**src/rtl/rgb_to_gray_stream.sv**
```systemverilog
// rgb_to_gray_stream
//   Converts an AXI-Stream of 24-bit RGB pixels into 8-bit luma,
//   Y = (KR*R + KG*G + KB*B) >> 8, using a two-stage pipeline with full valid/ready
//   backpressure. Output pixels are counted per line and per frame. Each pixel is flagged
//   with end-of-line and end-of-frame, and a one-cycle frame_done pulse follows the last
//   pixel of every frame.
//
//   Build option: define RGB2GRAY_ROUND_EN to add 128 before the shift, which rounds to
//   nearest. When it is undefined the result is truncated.
//
// Ports
//   axi_clk       in   clock, rising edge
//   axi_rst_n     in   asynchronous reset, active low
//   s_rgb_valid   in   input pixel valid
//   s_rgb_data    in   {R[23:16], G[15:8], B[7:0]}
//   s_rgb_ready   out  stage accepts input
//   m_gray_valid  out  luma pixel valid
//   m_gray_data   out  luma pixel
//   m_gray_ready  in   downstream ready
//   m_gray_eol    out  last pixel of a line
//   m_gray_last   out  last pixel of the frame
//   frame_done    out  one-cycle pulse after the last pixel of a frame is handshaken
module rgb_to_gray_stream #(
  parameter int unsigned IMG_WIDTH  = 512,
  parameter int unsigned IMG_HEIGHT = 512,
  parameter int unsigned KR         = 77,
  parameter int unsigned KG         = 150,
  parameter int unsigned KB         = 29
) (
  input  logic        axi_clk,
  input  logic        axi_rst_n,
  input  logic        s_rgb_valid,
  input  logic [23:0] s_rgb_data,
  output logic        s_rgb_ready,
  output logic        m_gray_valid,
  output logic [7:0]  m_gray_data,
  input  logic        m_gray_ready,
  output logic        m_gray_eol,
  output logic        m_gray_last,
  output logic        frame_done
);

  localparam int unsigned ColW = (IMG_WIDTH > 1) ? $clog2(IMG_WIDTH) : 1;
  localparam int unsigned RowW = (IMG_HEIGHT > 1) ? $clog2(IMG_HEIGHT) : 1;
  localparam logic [ColW-1:0] ColMax = ColW'(IMG_WIDTH - 1);
  localparam logic [RowW-1:0] RowMax = RowW'(IMG_HEIGHT - 1);
  localparam logic [15:0] KrC = 16'(KR[7:0]);
  localparam logic [15:0] KgC = 16'(KG[7:0]);
  localparam logic [15:0] KbC = 16'(KB[7:0]);
`ifdef RGB2GRAY_ROUND_EN
  localparam logic [17:0] RoundBias = 18'd128;
`else
  localparam logic [17:0] RoundBias = 18'd0;
`endif

  // The whole pipeline moves together whenever the output slot is free or being drained.
  logic adv;
  logic out_hs;

  // Stage 1: per-channel products.
  logic [15:0] pr_d, pg_d, pb_d;
  logic [15:0] pr_q, pg_q, pb_q;
  logic        v1_q;

  // Stage 2: summed, shifted and saturated luma.
  logic [17:0] sum_d;
  logic [17:0] sum_shift;
  logic [7:0]  gray_d, gray_q;
  logic        gray_valid_q;

  // Position of the pixel currently presented on the output.
  logic [ColW-1:0] col_d, col_q;
  logic [RowW-1:0] row_d, row_q;
  logic            col_end, row_end;
  logic            frame_done_d, frame_done_q;

  assign adv         = !gray_valid_q || m_gray_ready;
  assign out_hs      = gray_valid_q && m_gray_ready;
  assign s_rgb_ready = adv;

  always_comb begin
    pr_d = KrC * 16'(s_rgb_data[23:16]);
    pg_d = KgC * 16'(s_rgb_data[15:8]);
    pb_d = KbC * 16'(s_rgb_data[7:0]);
  end

  always_comb begin
    sum_d     = 18'(pr_q) + 18'(pg_q) + 18'(pb_q) + RoundBias;
    sum_shift = sum_d >> 8;
    // Anything at or above 65536 before the shift would wrap; clamp it to white.
    gray_d    = (sum_shift > 18'd255) ? 8'hFF : sum_shift[7:0];
  end

  always_ff @(posedge axi_clk or negedge axi_rst_n) begin
    if (!axi_rst_n) begin
      pr_q         <= '0;
      pg_q         <= '0;
      pb_q         <= '0;
      v1_q         <= 1'b0;
      gray_q       <= '0;
      gray_valid_q <= 1'b0;
    end else if (adv) begin
      pr_q         <= pr_d;
      pg_q         <= pg_d;
      pb_q         <= pb_d;
      v1_q         <= s_rgb_valid;
      gray_q       <= gray_d;
      gray_valid_q <= v1_q;
    end
  end

  assign col_end = (col_q == ColMax);
  assign row_end = (row_q == RowMax);

  always_comb begin
    col_d = col_q;
    row_d = row_q;
    if (out_hs) begin
      if (col_end) begin
        col_d = '0;
        row_d = row_end ? '0 : row_q + RowW'(1);
      end else begin
        col_d = col_q + ColW'(1);
      end
    end
  end

  assign frame_done_d = out_hs && col_end && row_end;

  always_ff @(posedge axi_clk or negedge axi_rst_n) begin
    if (!axi_rst_n) begin
      col_q        <= '0;
      row_q        <= '0;
      frame_done_q <= 1'b0;
    end else begin
      col_q        <= col_d;
      row_q        <= row_d;
      frame_done_q <= frame_done_d;
    end
  end

  assign m_gray_valid = gray_valid_q;
  assign m_gray_data  = gray_q;
  assign m_gray_eol   = gray_valid_q && col_end;
  assign m_gray_last  = gray_valid_q && col_end && row_end;
  assign frame_done   = frame_done_q;

endmodule

```
**config.mk**
```make
export PLATFORM = sky130hd
export DESIGN_NAME = rgb_to_gray_stream
export DESIGN_NICKNAME = d
export VERILOG_FILES = /design/src/rtl/rgb_to_gray_stream.sv
export SDC_FILE = /design/constraint.sdc
export NUM_CORES = 1
export LEC_CHECK = 0
export ABC_AREA = 1
export BUFFER_PORTS_ARGS = -buffer_cell sky130_fd_sc_hd__buf_2
export CAP_MARGIN = 20
export CORE_AREA = 2 2 122 148
export CTS_BUF_LIST = sky130_fd_sc_hd__clkbuf_8
export DETAILED_ROUTE_END_ITERATION = 10
export DIE_AREA = 0 0 124 150
export RECOVER_POWER = 100
export SLEW_MARGIN = 20
export SYNTH_ARGS = -nofsm -noshare
export SYNTH_HDL_FRONTEND = slang
export SYNTH_SLANG_ARGS = --single-unit
```
**constraint.sdc**
```tcl
create_clock -name axi_clk -period 2 [get_ports axi_clk]
set_input_delay 0.1 -clock axi_clk [delete_from_list [all_inputs] [get_ports axi_clk]]
set_output_delay 0.1 -clock axi_clk [all_outputs]
set_load 0.1 [all_outputs]
```
# [After elaboration in Yosys (flattened, before gate mapping)]
# Index checks and enable logic that the tools add are counted.
[totals] output_inout_bits=13 in_bits=28 word_cells=30 regBits=72
[classes] order_cmp=1 n_addsub=4 reduce_logical=8 n_eq_ne=2 n_mux=3 mul=3
[op_table] operator="multiplier 7 x 8 -> 15 bit (first input constant)" n=2
[op_table] operator="adder 17 x 13 -> 18 bit" n=1
[op_table] operator="adder 9 x 1 -> 9 bit (second input constant)" n=2
[op_table] operator="equality test 9 bit (second input constant)" n=2
[op_table] operator="two-way mux 9 bit" n=2
[op_table] operator="adder 15 x 16 -> 17 bit" n=1
[op_table] operator="multiplier 5 x 8 -> 13 bit (first input constant)" n=1
[op_table] operator="> comparator 10 x 8 -> 1 bit (second input constant)" n=1
[op_table] operator="two-way mux 8 bit" n=1
[op_table] operator="logical AND 1 bit" n=5
[op_table] operator="AND reduction 2 bit" n=1
[op_table] operator="zero test 1 bit" n=1
[op_table] operator="logical OR 1 bit" n=1

# [Logic depth before layout (Yosys ltp)]
[depth] ltp_word=4 ltp_mapped=16 depth_no_buf=16

# [Worst setup path after synthesis]
# Ideal clock, no wire load.
[synth_path] path_kind="input port to flip-flop" startpoint="input port s_rgb_data[20]" endpoint="register pr_q[12]" t_arrival_ns=2.801 path_stages=14 n_path_buf=0 slack_ns=-0.919 setup_ns=0.118 t_required_ns=1.882 cell_sequence="ha_1 > ha_1 > inv_1 > fa_1 > fa_1 > inv_1 > ha_1 > nand2_1 > nand2_1 > o21ai_0 > nand3_1 > or2_2 > nand3_1 > nand2_1"
[synth_between] elab_chain_cells=1
[synth_rtl] item="from (decl)" line="33" source="input logic [23:0] s_rgb_data,"
[synth_rtl] item="multiplier 7 x 8 -> 15 bit" line="82" source="pr_d = KrC * 16'(s_rgb_data[23:16]);"
[synth_rtl] item="to (signal assigned)" line="103" source="pr_q <= pr_d;"
[synth_rtl] item="to (decl)" line="62" source="logic [15:0] pr_q, pg_q, pb_q;"
# Every way passes these cells.
# A chain may end at the register's enable or synchronous reset.

# [Worst setup path in the final report]
[layout_path] startpoint="input port s_rgb_data[22]" endpoint="register pr_q[12]"
# Same word-level chain as after synthesis.

==> flow_metrics.tcl <==
set metrics [dict create \
    startpoint_type "input port" \
    gp_congestion 0.931 \
    max_stage_delay_ns 0.52 \
    reg2reg_to "m_gray_data[7]$_DFFE_PN0P_" \
    yosysMostFrequentCell "nand2_1" \
    tritoncts "built" \
    fill_cells 1520 \
    yosysTopAreaCellShare_pct 25.3 \
    maxSlewViolCount 0 \
    synth.distinct_cells 35 \
    via_count 6480 \
    synth_edf_count 0 \
    yosysTopAreaCell "dfrtp_1" \
    r2r_start "pr_q[7]$_DFFE_PN0P_" \
    relSlewSlack_pct 22.5 \
    cp_top_family "adder cells" \
    setup_viol 37 \
    dp_cells 1286 \
    cap_violations 0 \
    pwr-share-comb_pct 79.4 \
    grt.overflow.total 0 \
    critPathMostFrequentCell "ha_4" \
    place_ws_ns -0.911 \
    cts_sinks 72 \
    first_pass_iters 7 \
    min_path_cells 4 \
    crit_required_ns 2.25 \
    drt-wirelength-per-cell_um 13.3 \
    hold_viol_final 0 \
    worst_slack_ns -0.468 \
    max-vdd-ir-drop_uv 935 \
    synth.cell_area_sq_um 7110 \
    period_needed_ns 2.47 \
    synthMuxAreaShare_pct 0 \
    status "complete, but fails checks" \
    final_nets 1291 \
    io_pins 41 \
    clockPowerShare_pct 6.1 \
    netlist_top_cells_area "dfrtp_1, ha_1, nand2_1" \
    rows 53 \
    fin_crit_sh_pct 123 \
    crit_type "input port to flip-flop" \
    clk_pin_slew_ns 0.07 \
    ys_seq_area_share_pct 25.3 \
    pwr-share-seq_pct 14.5 \
    cp_max_fo 4 \
    fin_tns_setup_ns -9.68 \
    final_layout_size_suffix_gt1_share_pct 38.5 \
    grt_pass1_wl_um 28500 \
    die_w_um 124 \
    drc 0 \
    clk_latency_ns 0.35 \
    synth_top_family_by_area "adder cells" \
    worstSetupEndpointType "flip-flop" \
    synth_adder_area_share_pct 31.5 \
    powerDensity_nw_per_um2 1590 \
    area_growth_pct 44.4 \
    ys_async_sr_fraction_pct 100 \
    viasPerCell 4.86 \
    synth_common_cells "nand2_1, inv_1, ha_1" \
    cts_root_buf "clkbuf_8" \
    antenna_found_initial 0 \
    ant_nets 0 \
    numCtsBuffers 9 \
    switching_power_mw 7.99 \
    holdCritPathClass "input port to flip-flop" \
    p_sw_share_pct 48.8 \
    synthFlopType "dfrtp_1" \
    power.internal_mw 8.37 \
    synth-compound-area-share_pct 8.20 \
    cp_cell_sequence "buf_2, ha_4, ha_1, inv_1, fa_1, inv_1, ha_4, ha_4, a21o_1, a21oi_2, nand3_2, or2_4, nand3_2, nand2_1" \
    detailed_place_hpwl_um 13400 \
    syn-num-nets 1108 \
    avgSynthCellArea_sq_um 7.70 \
    violations "setup timing" \
    synthCells 924 \
    cts_htree_levels 3 \
    path_buf_inv 3 \
    stdcell_count 1332 \
    clock_path_buffers 2 \
    leakagePower_nw 5.24 \
    grt_pass1_vias 6183 \
    port_buffers 40 \
    hp-start "m_gray_ready" \
    wirelength_um 17700 \
    r2r_cells 13 \
    holdPathEnd "col_q[8]$_DFFE_PN0P_" \
    yosys.area_share.simple_pct 23.1 \
    die_area_sq_um 18600 \
    rsz0062_at_grt "true" \
    coreArea_sq_um 17200 \
    start_util_pct 41.2 \
    grt_usage_pct 19.3 \
    synth_xor_area_share_pct 1.72 \
    grt_max_degree 57 \
    cp.arrival_ns 2.71 \
    worstMarginPinSlew_ns 1.17 \
    synth_seq_cells 72 \
    finClkSkew_ns 0.00587 \
    reg2reg_setup_slack_ns -0.27 \
    synth-warning-count 0 \
    slowest_stage "fa_1" \
    drt_iter0_drc 261 \
    chipHeight_um 150 \
    fmax_mhz 405 \
    antenna_cells 0 \
]
[power by group through the flow]
stage / registers, mW / logic (mW) / clock network (mW)
floorplan: 2.88 / 6.07 / 0
global placement: 2.39 / 9.60 / 0
detailed placement: 2.40 / 9.75 / 0
CTS: 2.38 / 10.5 / 1.03
global route: 2.44 / 14.4 / 1.10
finish: 2.38 / 13.0 / 0.997
[cells by family (layout without fill, tap and decap cells)]
| group | Yosys count | count (layout) |
|---|---|---|
| simple gates | 385 | 385 |
| buf+inv | 189 | 377 |
| fa+ha+maj | 156 | 156 |
| compound gates | 108 | 108 |
| flops | 72 | 72 |
| xor+xnor | 14 | 14 |
[layout by cell type, fill, tap and decap left out, drive strengths merged, types with 3 or more instances in the layout]
cell type and n:
nand2 253, inv 176, buf 165, ha 118, dfrtp 72, nand3 56
a21oi 47, nor2 46, o21ai 45, fa 38, clkbuf 26, xnor2 12
nand4 11, nor3 7, a31oi 6, clkinv 6, a21o 5, or2 4
nor3b 4, and2 3
[cell type report]
cell class	instances	area, sq um	area share [%]
well taps	220	275	2.68
clock inverters	7	40.0	0.390
inverters	177	676	6.58
multi-input cells	663	5900	57.5
repair buffers	184	1450	14.1
flip-flops and latches	72	1810	17.6
clock buffers	9	124	1.21
[registers in the layout, indices dropped and copies added, names as in the netlist]
| signal | flops |
|---|---|
| row_q | 9 |
| m_gray_valid | 1 |
| col_q | 9 |
| pr_q | 15 |
| pb_q | 13 |
| frame_done | 1 |
| v1_q | 1 |
| m_gray_data | 8 |
| pg_q | 15 |
[worst max-delay path by stage]
stage	start	end	depth (start not counted)
after global placement	s_rgb_data[20]	pr_q[12]$_DFFE_PN0P_	15
after CTS	s_rgb_data[21]	pr_q[12]$_DFFE_PN0P_	15
after detailed placement	s_rgb_data[20]	pr_q[12]$_DFFE_PN0P_	15
final	s_rgb_data[22]	pr_q[12]$_DFFE_PN0P_	14
after floorplan	s_rgb_data[20]	pr_q[12]$_DFFE_PN0P_	14
after global routing	s_rgb_data[12]	pg_q[14]$_DFFE_PN0P_	17
[through the flow]
step	instance area, sq um	power [mW]	hold slack (ns)	utilization [%]
after global routing	10300	17.9	0.132	59.6
after global placement	8880	12.0	0.0897	51.5
final	10300	16.4	0.0985	59.6
after CTS	9530	13.9	0.118	55.3
after floorplan	7540	8.95	-0.196	-
after detailed placement	8880	12.1	0.0873	51.5
[repair_timing]
action / in CTS / in global routing
resized for setup: 86 / 154
buffers inserted: 14 / 17
hold buffers: 2 / 0
endpoints found under the setup margin: 35 / 40
endpoints found under the hold margin: 33 / 0
pin swaps: 65 / 91
[layer usage]
metal  vias up  wire length, um  global-route usage (%)
met2        78             9710                    36.1
met3        12              305                    2.02
met4         0              207                    4.04
met5         -                0                       0
li1       3303                -                       -
met1      3087             7450                    23.5
[worst register-to-register path, stage by stage (launching register included)]
cell	delay [ns]
dfrtp_1	0.43
fa_1	0.61
ha_4	0.24
nand2_4	0.08
inv_1	0.04
nand2_1	0.08
nand2_2	0.07
inv_2	0.08
nand2_4	0.06
a21oi_4	0.17
buf_12	0.15
nand3_2	0.06
nand2_1	0.07
nand2_1	0.05
No activity file was read; power rests on OpenSTA's default activity.
